File: src/rtl/clock_mode_ctrl_pkg.sv
// rtl/clock_mode_ctrl_pkg.sv - shared types and constants for the clock mode sequencer
package clock_ctrl_pkg;

    typedef enum logic [2:0] {
        RUN       = 3'd0,
        SET_HR    = 3'd1,
        SET_MIN   = 3'd2,
        ALARM_HR  = 3'd3,
        ALARM_MIN = 3'd4,
        STOPWATCH = 3'd5
    } state_t;

    localparam logic [1:0] MUX_COUNTER = 2'b00;
    localparam logic [1:0] MUX_ALARM   = 2'b10;
    localparam logic [1:0] MUX_SW      = 2'b11;

    localparam logic HR  = 1'b0;
    localparam logic MIN = 1'b1;

    function automatic logic is_setting(input state_t s);
        return (s == SET_HR) || (s == SET_MIN) || (s == ALARM_HR) || (s == ALARM_MIN);
    endfunction

endpackage

File: src/rtl/clock_mode_ctrl_if.sv
// rtl/clock_mode_ctrl_if.sv - button inputs and datapath control outputs of the mode sequencer
interface clock_mode_ctrl_if;

    logic       inc_short;
    logic       inc_long;
    logic       set;
    logic       sw;

    logic       counter_enable;
    logic [1:0] mux;
    logic       mux_outmode;
    logic       time_setting_enable;
    logic       time_hr_or_min;
    logic       regalarm_setting_enable;
    logic       regalarm_hr_or_min;
    logic       inc_pulse;
    logic       sw_run;
    logic       sw_clear;

    modport master (
        output inc_short, inc_long, set, sw,
        input  counter_enable, mux, mux_outmode, time_setting_enable, time_hr_or_min,
        input  regalarm_setting_enable, regalarm_hr_or_min, inc_pulse, sw_run, sw_clear
    );

    modport slave (
        input  inc_short, inc_long, set, sw,
        output counter_enable, mux, mux_outmode, time_setting_enable, time_hr_or_min,
        output regalarm_setting_enable, regalarm_hr_or_min, inc_pulse, sw_run, sw_clear
    );

endinterface

File: src/rtl/clock_mode_ctrl_btn_event.sv
// rtl/clock_mode_ctrl_btn_event.sv - rising-edge press event and optional held-press event for one button
module btn_event #(
    parameter int LONG_CYCLES = 20000000,
    parameter bit LONG_EN     = 1'b1
) (
    input  logic clk,
    input  logic rst,
    input  logic i_level,
    output logic o_press,
    output logic o_long
);

    logic r_prev;

    always_ff @(posedge clk) begin
        if (rst) r_prev <= 1'b0;
        else     r_prev <= i_level;
    end

    assign o_press = i_level & ~r_prev;

    if (LONG_EN) begin : g_long
        localparam int CW = $clog2(LONG_CYCLES);

        logic [CW-1:0] r_cnt;
        logic          r_fired;
        logic          w_at_max;

        assign w_at_max = (r_cnt == CW'(LONG_CYCLES - 1));

        // Counter parks at its top value; r_fired blocks a refire until release.
        always_ff @(posedge clk) begin
            if (rst || !i_level) begin
                r_cnt   <= '0;
                r_fired <= 1'b0;
            end else begin
                if (!w_at_max) r_cnt   <= r_cnt + CW'(1);
                else           r_fired <= 1'b1;
            end
        end

        assign o_long = i_level & w_at_max & ~r_fired;
    end else begin : g_no_long
        assign o_long = 1'b0;
    end

endmodule

File: src/rtl/clock_mode_ctrl.sv
// rtl/clock_mode_ctrl.sv - mode sequencer steering counter, alarm register, stopwatch and display mux
module clock_mode_ctrl
    import clock_ctrl_pkg::*;
#(
    parameter int LONG_CYCLES    = 20000000,
    parameter int TIMEOUT_CYCLES = 100000000
) (
    input  logic             clk,
    input  logic             rst,
    clock_mode_ctrl_if.slave bus
);

    localparam int TW = $clog2(TIMEOUT_CYCLES);

    logic [3:0] w_level;
    logic [3:0] w_press;
    logic [3:0] w_long;

    assign w_level = {bus.sw, bus.set, bus.inc_long, bus.inc_short};

    for (genvar gi = 0; gi < 4; gi++) begin : g_btn
        btn_event #(
            .LONG_CYCLES(LONG_CYCLES),
            .LONG_EN    (gi == 1)
        ) u_btn (
            .clk    (clk),
            .rst    (rst),
            .i_level(w_level[gi]),
            .o_press(w_press[gi]),
            .o_long (w_long[gi])
        );
    end

    state_t        r_state;
    state_t        w_next;
    logic [TW-1:0] r_idle;
    logic          r_outmode;
    logic          r_sw_run;
    logic          r_sw_clear;
    logic          r_inc_pulse;

    logic w_ev_set;
    logic w_ev_sw;
    logic w_ev_long;
    logic w_ev_inc;
    logic w_any;
    logic w_setting;
    logic w_timeout;

    // Only the highest-priority event of a cycle acts; the rest are dropped.
    assign w_ev_set  = w_press[2];
    assign w_ev_sw   = w_press[3] & ~w_press[2];
    assign w_ev_long = w_long[1] & ~w_press[3] & ~w_press[2];
    assign w_ev_inc  = w_press[0] & ~w_press[3] & ~w_press[2] & ~w_long[1];
    assign w_any     = |{w_press, w_long};
    assign w_setting = is_setting(r_state);
    assign w_timeout = w_setting & ~w_any & (r_idle == TW'(TIMEOUT_CYCLES - 1));

    always_ff @(posedge clk) begin
        if (rst) r_state <= RUN;
        else     r_state <= w_next;
    end

    always_comb begin
        w_next = r_state;
        case (r_state)
            RUN: begin
                if      (w_ev_set)  w_next = SET_HR;
                else if (w_ev_sw)   w_next = STOPWATCH;
                else if (w_ev_long) w_next = ALARM_HR;
            end
            SET_HR: begin
                if      (w_ev_set)  w_next = SET_MIN;
                else if (w_timeout) w_next = RUN;
            end
            SET_MIN: begin
                if (w_ev_set || w_timeout) w_next = RUN;
            end
            ALARM_HR: begin
                if      (w_ev_set)  w_next = ALARM_MIN;
                else if (w_timeout) w_next = RUN;
            end
            ALARM_MIN: begin
                if (w_ev_set || w_timeout) w_next = RUN;
            end
            STOPWATCH: begin
                if (w_ev_sw) w_next = RUN;
            end
            default: w_next = RUN;
        endcase
    end

    always_ff @(posedge clk) begin
        if (rst) begin
            r_idle      <= '0;
            r_outmode   <= 1'b0;
            r_sw_run    <= 1'b0;
            r_sw_clear  <= 1'b0;
            r_inc_pulse <= 1'b0;
        end else begin
            if (!w_setting || w_any || (w_next != r_state)) r_idle <= '0;
            else                                            r_idle <= r_idle + TW'(1);

            if (r_state == RUN && w_ev_inc) r_outmode <= ~r_outmode;

            if (r_state == STOPWATCH && w_ev_long)     r_sw_run <= 1'b0;
            else if (r_state == STOPWATCH && w_ev_inc) r_sw_run <= ~r_sw_run;

            r_sw_clear  <= (r_state == STOPWATCH) & w_ev_long;
            r_inc_pulse <= w_setting & w_ev_inc;
        end
    end

    // mux_outmode is masked rather than cleared so RUN gets the pre-setting view back.
    always_comb begin
        bus.counter_enable          = 1'b1;
        bus.mux                     = MUX_COUNTER;
        bus.mux_outmode             = r_outmode;
        bus.time_setting_enable     = 1'b0;
        bus.time_hr_or_min          = HR;
        bus.regalarm_setting_enable = 1'b0;
        bus.regalarm_hr_or_min      = HR;
        bus.inc_pulse               = r_inc_pulse;
        bus.sw_run                  = r_sw_run;
        bus.sw_clear                = r_sw_clear;
        case (r_state)
            SET_HR, SET_MIN: begin
                bus.counter_enable      = 1'b0;
                bus.mux_outmode         = 1'b0;
                bus.time_setting_enable = 1'b1;
                bus.time_hr_or_min      = (r_state == SET_MIN) ? MIN : HR;
            end
            ALARM_HR, ALARM_MIN: begin
                bus.mux                     = MUX_ALARM;
                bus.regalarm_setting_enable = 1'b1;
                bus.regalarm_hr_or_min      = (r_state == ALARM_MIN) ? MIN : HR;
            end
            STOPWATCH: bus.mux = MUX_SW;
            default: ;
        endcase
    end

endmodule

File: src/flat_wrapper.sv
// flat-port wrapper written by rule: the top's interface ports become plain ports
module clock_mode_ctrl_flat import clock_ctrl_pkg::*;
#(
    parameter int LONG_CYCLES    = 20000000,
    parameter int TIMEOUT_CYCLES = 100000000
)
  (clk, rst, bus_inc_short, bus_inc_long, bus_set, bus_sw, bus_counter_enable, bus_mux, bus_mux_outmode, bus_time_setting_enable, bus_time_hr_or_min, bus_regalarm_setting_enable, bus_regalarm_hr_or_min, bus_inc_pulse, bus_sw_run, bus_sw_clear);
  clock_mode_ctrl_if bus_i ();
  input  logic clk;
  input  logic rst;
  input wire logic [$bits(bus_i.inc_short)-1:0] bus_inc_short;
  input wire logic [$bits(bus_i.inc_long)-1:0] bus_inc_long;
  input wire logic [$bits(bus_i.set)-1:0] bus_set;
  input wire logic [$bits(bus_i.sw)-1:0] bus_sw;
  output wire logic [$bits(bus_i.counter_enable)-1:0] bus_counter_enable;
  output wire logic [$bits(bus_i.mux)-1:0] bus_mux;
  output wire logic [$bits(bus_i.mux_outmode)-1:0] bus_mux_outmode;
  output wire logic [$bits(bus_i.time_setting_enable)-1:0] bus_time_setting_enable;
  output wire logic [$bits(bus_i.time_hr_or_min)-1:0] bus_time_hr_or_min;
  output wire logic [$bits(bus_i.regalarm_setting_enable)-1:0] bus_regalarm_setting_enable;
  output wire logic [$bits(bus_i.regalarm_hr_or_min)-1:0] bus_regalarm_hr_or_min;
  output wire logic [$bits(bus_i.inc_pulse)-1:0] bus_inc_pulse;
  output wire logic [$bits(bus_i.sw_run)-1:0] bus_sw_run;
  output wire logic [$bits(bus_i.sw_clear)-1:0] bus_sw_clear;
  assign bus_i.inc_short = bus_inc_short;
  assign bus_i.inc_long = bus_inc_long;
  assign bus_i.set = bus_set;
  assign bus_i.sw = bus_sw;
  assign bus_counter_enable = bus_i.counter_enable;
  assign bus_mux = bus_i.mux;
  assign bus_mux_outmode = bus_i.mux_outmode;
  assign bus_time_setting_enable = bus_i.time_setting_enable;
  assign bus_time_hr_or_min = bus_i.time_hr_or_min;
  assign bus_regalarm_setting_enable = bus_i.regalarm_setting_enable;
  assign bus_regalarm_hr_or_min = bus_i.regalarm_hr_or_min;
  assign bus_inc_pulse = bus_i.inc_pulse;
  assign bus_sw_run = bus_i.sw_run;
  assign bus_sw_clear = bus_i.sw_clear;
  clock_mode_ctrl #(.LONG_CYCLES(LONG_CYCLES), .TIMEOUT_CYCLES(TIMEOUT_CYCLES)) u_core (.clk(clk), .rst(rst), .bus(bus_i));
endmodule
File: config.mk
export PLATFORM = sky130hd
export DESIGN_NAME = clock_mode_ctrl_flat
export DESIGN_NICKNAME = d
export VERILOG_FILES = /design/src/rtl/clock_mode_ctrl_pkg.sv /design/src/rtl/clock_mode_ctrl_if.sv /design/src/rtl/clock_mode_ctrl_btn_event.sv /design/src/rtl/clock_mode_ctrl.sv /design/src/flat_wrapper.sv
export SDC_FILE = /design/constraint.sdc
export NUM_CORES = 1
export LEC_CHECK = 0
export ABC_AREA = 1
export CORE_ASPECT_RATIO = 0.8
export CORE_MARGIN = 5
export CORE_UTILIZATION = 45
export DETAILED_ROUTE_END_ITERATION = 8
export GPL_ROUTABILITY_DRIVEN = 0
export GPL_TIMING_DRIVEN = 0
export PLACE_DENSITY = 0.59
export SETUP_SLACK_MARGIN = 0.4
export SLEW_MARGIN = 20
export SYNTH_ARGS = -nofsm -noshare
export SYNTH_HDL_FRONTEND = slang
export SYNTH_SLANG_ARGS = --single-unit
File: constraint.sdc
create_clock -name clk -period 2.4 [get_ports clk]
set_input_delay 0.48 -clock clk [delete_from_list [all_inputs] [get_ports clk]]
set_output_delay 0.48 -clock clk [all_outputs]
set_load 0.05 [all_outputs]
==> impl.org <==
** Run status
- Outcome :: finished clean

** Timing
- Setup violations remaining at the end of the flow were counted as 0.
- Derived from the worst setup path, the maximum achievable clock frequency is 499 MHz.
- The number of pins exceeding their max-slew limit in the final report is 0.
- Worst clock skew :: 0.0112 ns
- The worst pin sits at a relative slew slack of 64.0%.
- Time the final worst path needs with I/O delays and setup :: 2.00 ns
- Setup repair after global routing missed its margin :: true
- The final critical path takes up 83.5% of the cycle.
- Adding up every negative setup slack in the final design gives 0 ns.
- The number of hold violations in the final report came to 0.
- Transition time at the pin with the least slew margin :: 0.540 ns

** Routing
- Total detailed-routing wirelength :: 7910 um
- The final route contains 3120 vias.
- After detailed routing, the number of remaining DRC violations is 0.
- In this run the remaining antenna-violating nets after routing total 0.
- Mean routed wirelength per cell :: 12.3 um
- After detailed routing, the number of vias per cell comes to 4.85.
- Number of optimization iterations in the first detailed-route pass :: 4
- Number of DRC violations after detailed-routing iteration 0 :: 129

** Placement
- Post-place instance area :: 3880 sq um
- Summed over all nets, the half-perimeter wirelength after detailed placement is 5440 um.
- Placed cell count :: 599
- In this run the tool buffered the top-level ports with 15 buffer cells.

** Critical path
- In this run the critical register-to-register path is captured at u_core.r_idle[10]$_SDFF_PP0_.
- Worst reg-to-reg setup slack :: 0.43 ns
- STA classifies the critical path endpoint as a flop.
- Crit path required time :: 2.68 ns
- Largest fanout on the critical path :: 5
- The worst register-to-register path has a depth of 15.
- Crit path DAT :: 2.28 ns
- The worst setup path is launched from a primary input.
- In this run the critical register-to-register path is launched from u_core.g_btn[1].u_btn.g_long.r_cnt[1]$_SDFFE_PP0P_.
- The worst setup path is of the in2reg kind.

** Synthesis
- The average instance in the mapped netlist occupies 7.52 sq um.
- The cell area that synthesis handed to floorplanning was 3580 sq um.
- Ys Warns :: 0
- By area the synthesized netlist is led by dfxtp_1 (36%), nand2_1 (8.0%), nor2_4 (7.9%), inv_1 (6.4%), nor2_1 (5.8%).
- Cell accounting for the most synthesized area :: dfxtp_1
- Net count of the mapped netlist :: 484
- Of the post-synthesis cell area, the dominant cell type holds 35.8%.
- Flip-flop and latch count after synthesis :: 64
- The netlist uses 40 different library cells.
- Register area share after synthesis :: 35.8%
- Synthesis produced a netlist whose cell count is 476.

** Finish
- Cell Count, Final, Fillers Out :: 643
- At the end of the flow, the number of nets in the layout was 538.
- In the final layout, the share of cells above drive strength 1 is 32.5%.
- Fin area :: 4450 sq um
- Cells fill 56.8% of the core in the end.
- Post-synthesis to final-layout area growth :: 24.4%
- Number of inserted diodes :: 0

** Floorplan
- Starting utilization of the core area :: 45.7%
- The die covers 9850 sq um.
- Total core area :: 7840 sq um
- Cell Rows :: 29
- Measured along the y axis, the die boundary spans 89.8 um.
- IO Count :: 17
- Chip width :: 110 um

** Pwr
- Overall power consumption :: 0.00216 W
- The analysis attributes to cell leakage a power of 1.63 nW.
- Maximum ir drop on the vdd rail :: 343 uV
- In this run the power density over the cells is 485 nW/um^2.

** GRT
- Number of antenna violations at the first check in global routing :: 0
- Wire length of the first global-routing pass :: 13400 um
- Summed over all layers, the global routing overflow is 0.
- Entering global routing, the biggest net connects 11 pins.
- Vias in the first global route :: 2962
- In the global route stage, overall resource usage came out at 16.9%.

** Worst hold path
- The min-delay analysis places its worst path in the category reg2reg.
- Worst hold path endpoint :: u_core.r_idle[0]$_SDFF_PP0_
- Along the worst hold path, the cell count comes to 1.
- In this run the most critical hold path is launched from u_core.r_idle[0]$_SDFF_PP0_.

** CTS
- TritonCTS clock tree :: built
- H-tree level count :: 3
- Cts bufs inserted :: 9
- In this run the deepest clock path goes through 2 buffers.
- Clock Tree Root :: clkbuf_8
- At the later pin of the worst-skew pair, clock insertion delay measures 0.34 ns.
- Clock tree synthesis found a total of 64 sinks.
- Number of hold-repair buffers added at the cts stage :: 0
- After clock tree synthesis, the clock-pin slew on the worst setup and hold paths is 0.07 ns.

** Run
- Max-cap violations in this run came to 0.
-- logic make-up (layout without fill, tap and decap cells) --
family | after synthesis | count (layout) | synth area share [%]
flops | 64 | 64 | 35.8
fa+ha+maj | 2 | 2 | 0.699
buf+inv | 77 | 136 | 9.01
simple gates | 258 | 258 | 40.5
compound gates | 48 | 48 | 7.37
xor+xnor | 27 | 27 | 6.60
-- cell usage after synthesis (all sizes together) --
cell type and instances:
o21a 1, clkinv 1, a22oi 1, nand3 35
clkbuf 3, dfxtp 64, buf 3, a211oi 1
ha 2, o21ai 19, o211ai 1, xor2 23
nand4 16, a21boi 1, xnor2 4, o31ai 1
nor2 90, inv 70, nand2 85, nor3 17
a31oi 1, and3 1, nor3b 3, or2 4
nor4 7, a21oi 22
-- critical path: stages --
cell and delay [ns]:
clkdlybuf4s50_1 0.45, inv_1 0.05, or2_4 0.24, nand3_2 0.09
nor2_4 0.04, nand3_2 0.07, nand4_1 0.10, nand2_1 0.10
nand2_2 0.07, nor2_4 0.16, nand2_8 0.08, buf_4 0.14
buf_12 0.14, nor2_4 0.07
-- registers in the layout (all words and copies together) (netlist names) --
signal	cells
u_core.bus.sw_run	1
u_core.g_btn.u_btn.g_long.r_cnt	25
u_core.bus.inc_pulse	1
u_core.g_btn.u_btn.r_prev	4
u_core.g_btn.u_btn.g_long.r_fired	1
u_core.r_outmode	1
u_core.r_idle	27
u_core.bus.sw_clear	1
u_core.r_state	3
-- placed cells by master (no fill, tap or decap), types with 4 or more instances in the layout --
master     n
nand2_1   68
inv_1     56
nor2_1    46
dfxtp_1   44
nor2_4    31
buf_4     26
nand3_1   25
xor2_1    22
a21oi_1   21
o21ai_0   18
dfxtp_2   17
nand4_1   16
inv_2     14
nor3_1    13
nand2_2   12
nor2_2    12
clkbuf_8  10
nand3_2    7
nor4_1     6
buf_2      6
clkbuf_1   5
nand2_4    4
xnor2_1    4
clkinv_2   4
-- power by group --
part	internal (W)	switching [W]	leakage (nW)	total [W]
registers	0.00107	0.0000159	0.528	0.00109
clock network	0.000397	0.000407	0.0899	0.000803
logic	0.0000880	0.000178	1.01	0.000266
total	0.00156	0.000600	1.63	0.00216
-- per-layer routing --
layer / global-route usage [%] / part of all wire (%)
met1: 24.2 / 51
met5: 0 / 0
met4: 5.61 / 1.4
met2: 23.9 / 43
met3: 5.37 / 4.2
-- timing repair --
action,4_1_cts,5_1_grt
endpoints found under the setup margin,30,44
pin swaps,17,23
cloned,1,0
setup buffers,15,12
gates resized for setup,68,50
-- worst max-delay path by stage --
stage / slack (ns) / end / cells past startpoint / from
after detailed placement: -0.14 / u_core.r_idle[6]$_SDFF_PP0_ / 16 / bus_set
after floorplan: 0.26 / bus_mux[1] / 3 / u_core.r_state[2]$_SDFF_PP0_
after CTS: 0.40 / u_core.r_idle[9]$_SDFF_PP0_ / 15 / bus_inc_short
final: 0.40 / u_core.r_idle[10]$_SDFF_PP0_ / 14 / bus_inc_short
after global placement: -0.14 / u_core.r_idle[11]$_SDFF_PP0_ / 16 / bus_set
after global routing: 0.30 / u_core.r_idle[9]$_SDFF_PP0_ / 13 / u_core.r_idle[10]$_SDFF_PP0_
-- stage by stage --
stage | worst slack [ns] | hold slack, ns
global placement | -0.136 | 0.432
detailed placement | -0.142 | 0.445
floorplan | 0.261 | 0.418
finish | 0.397 | 0.451
CTS | 0.396 | 0.473
global route | 0.300 | 0.464
-- final cells by class --
cell class | instances | area (sq um)
plain buffers | 6 | 62.6
clock buffers | 12 | 145
clock inverters | 4 | 20.0
fillers | 791 | 3380
inverters | 71 | 269
multi-input cells | 335 | 2150
flip-flops and latches | 64 | 1310
well taps | 108 | 135
repair buffers | 43 | 358
Power figures use the tool's default switching activity.
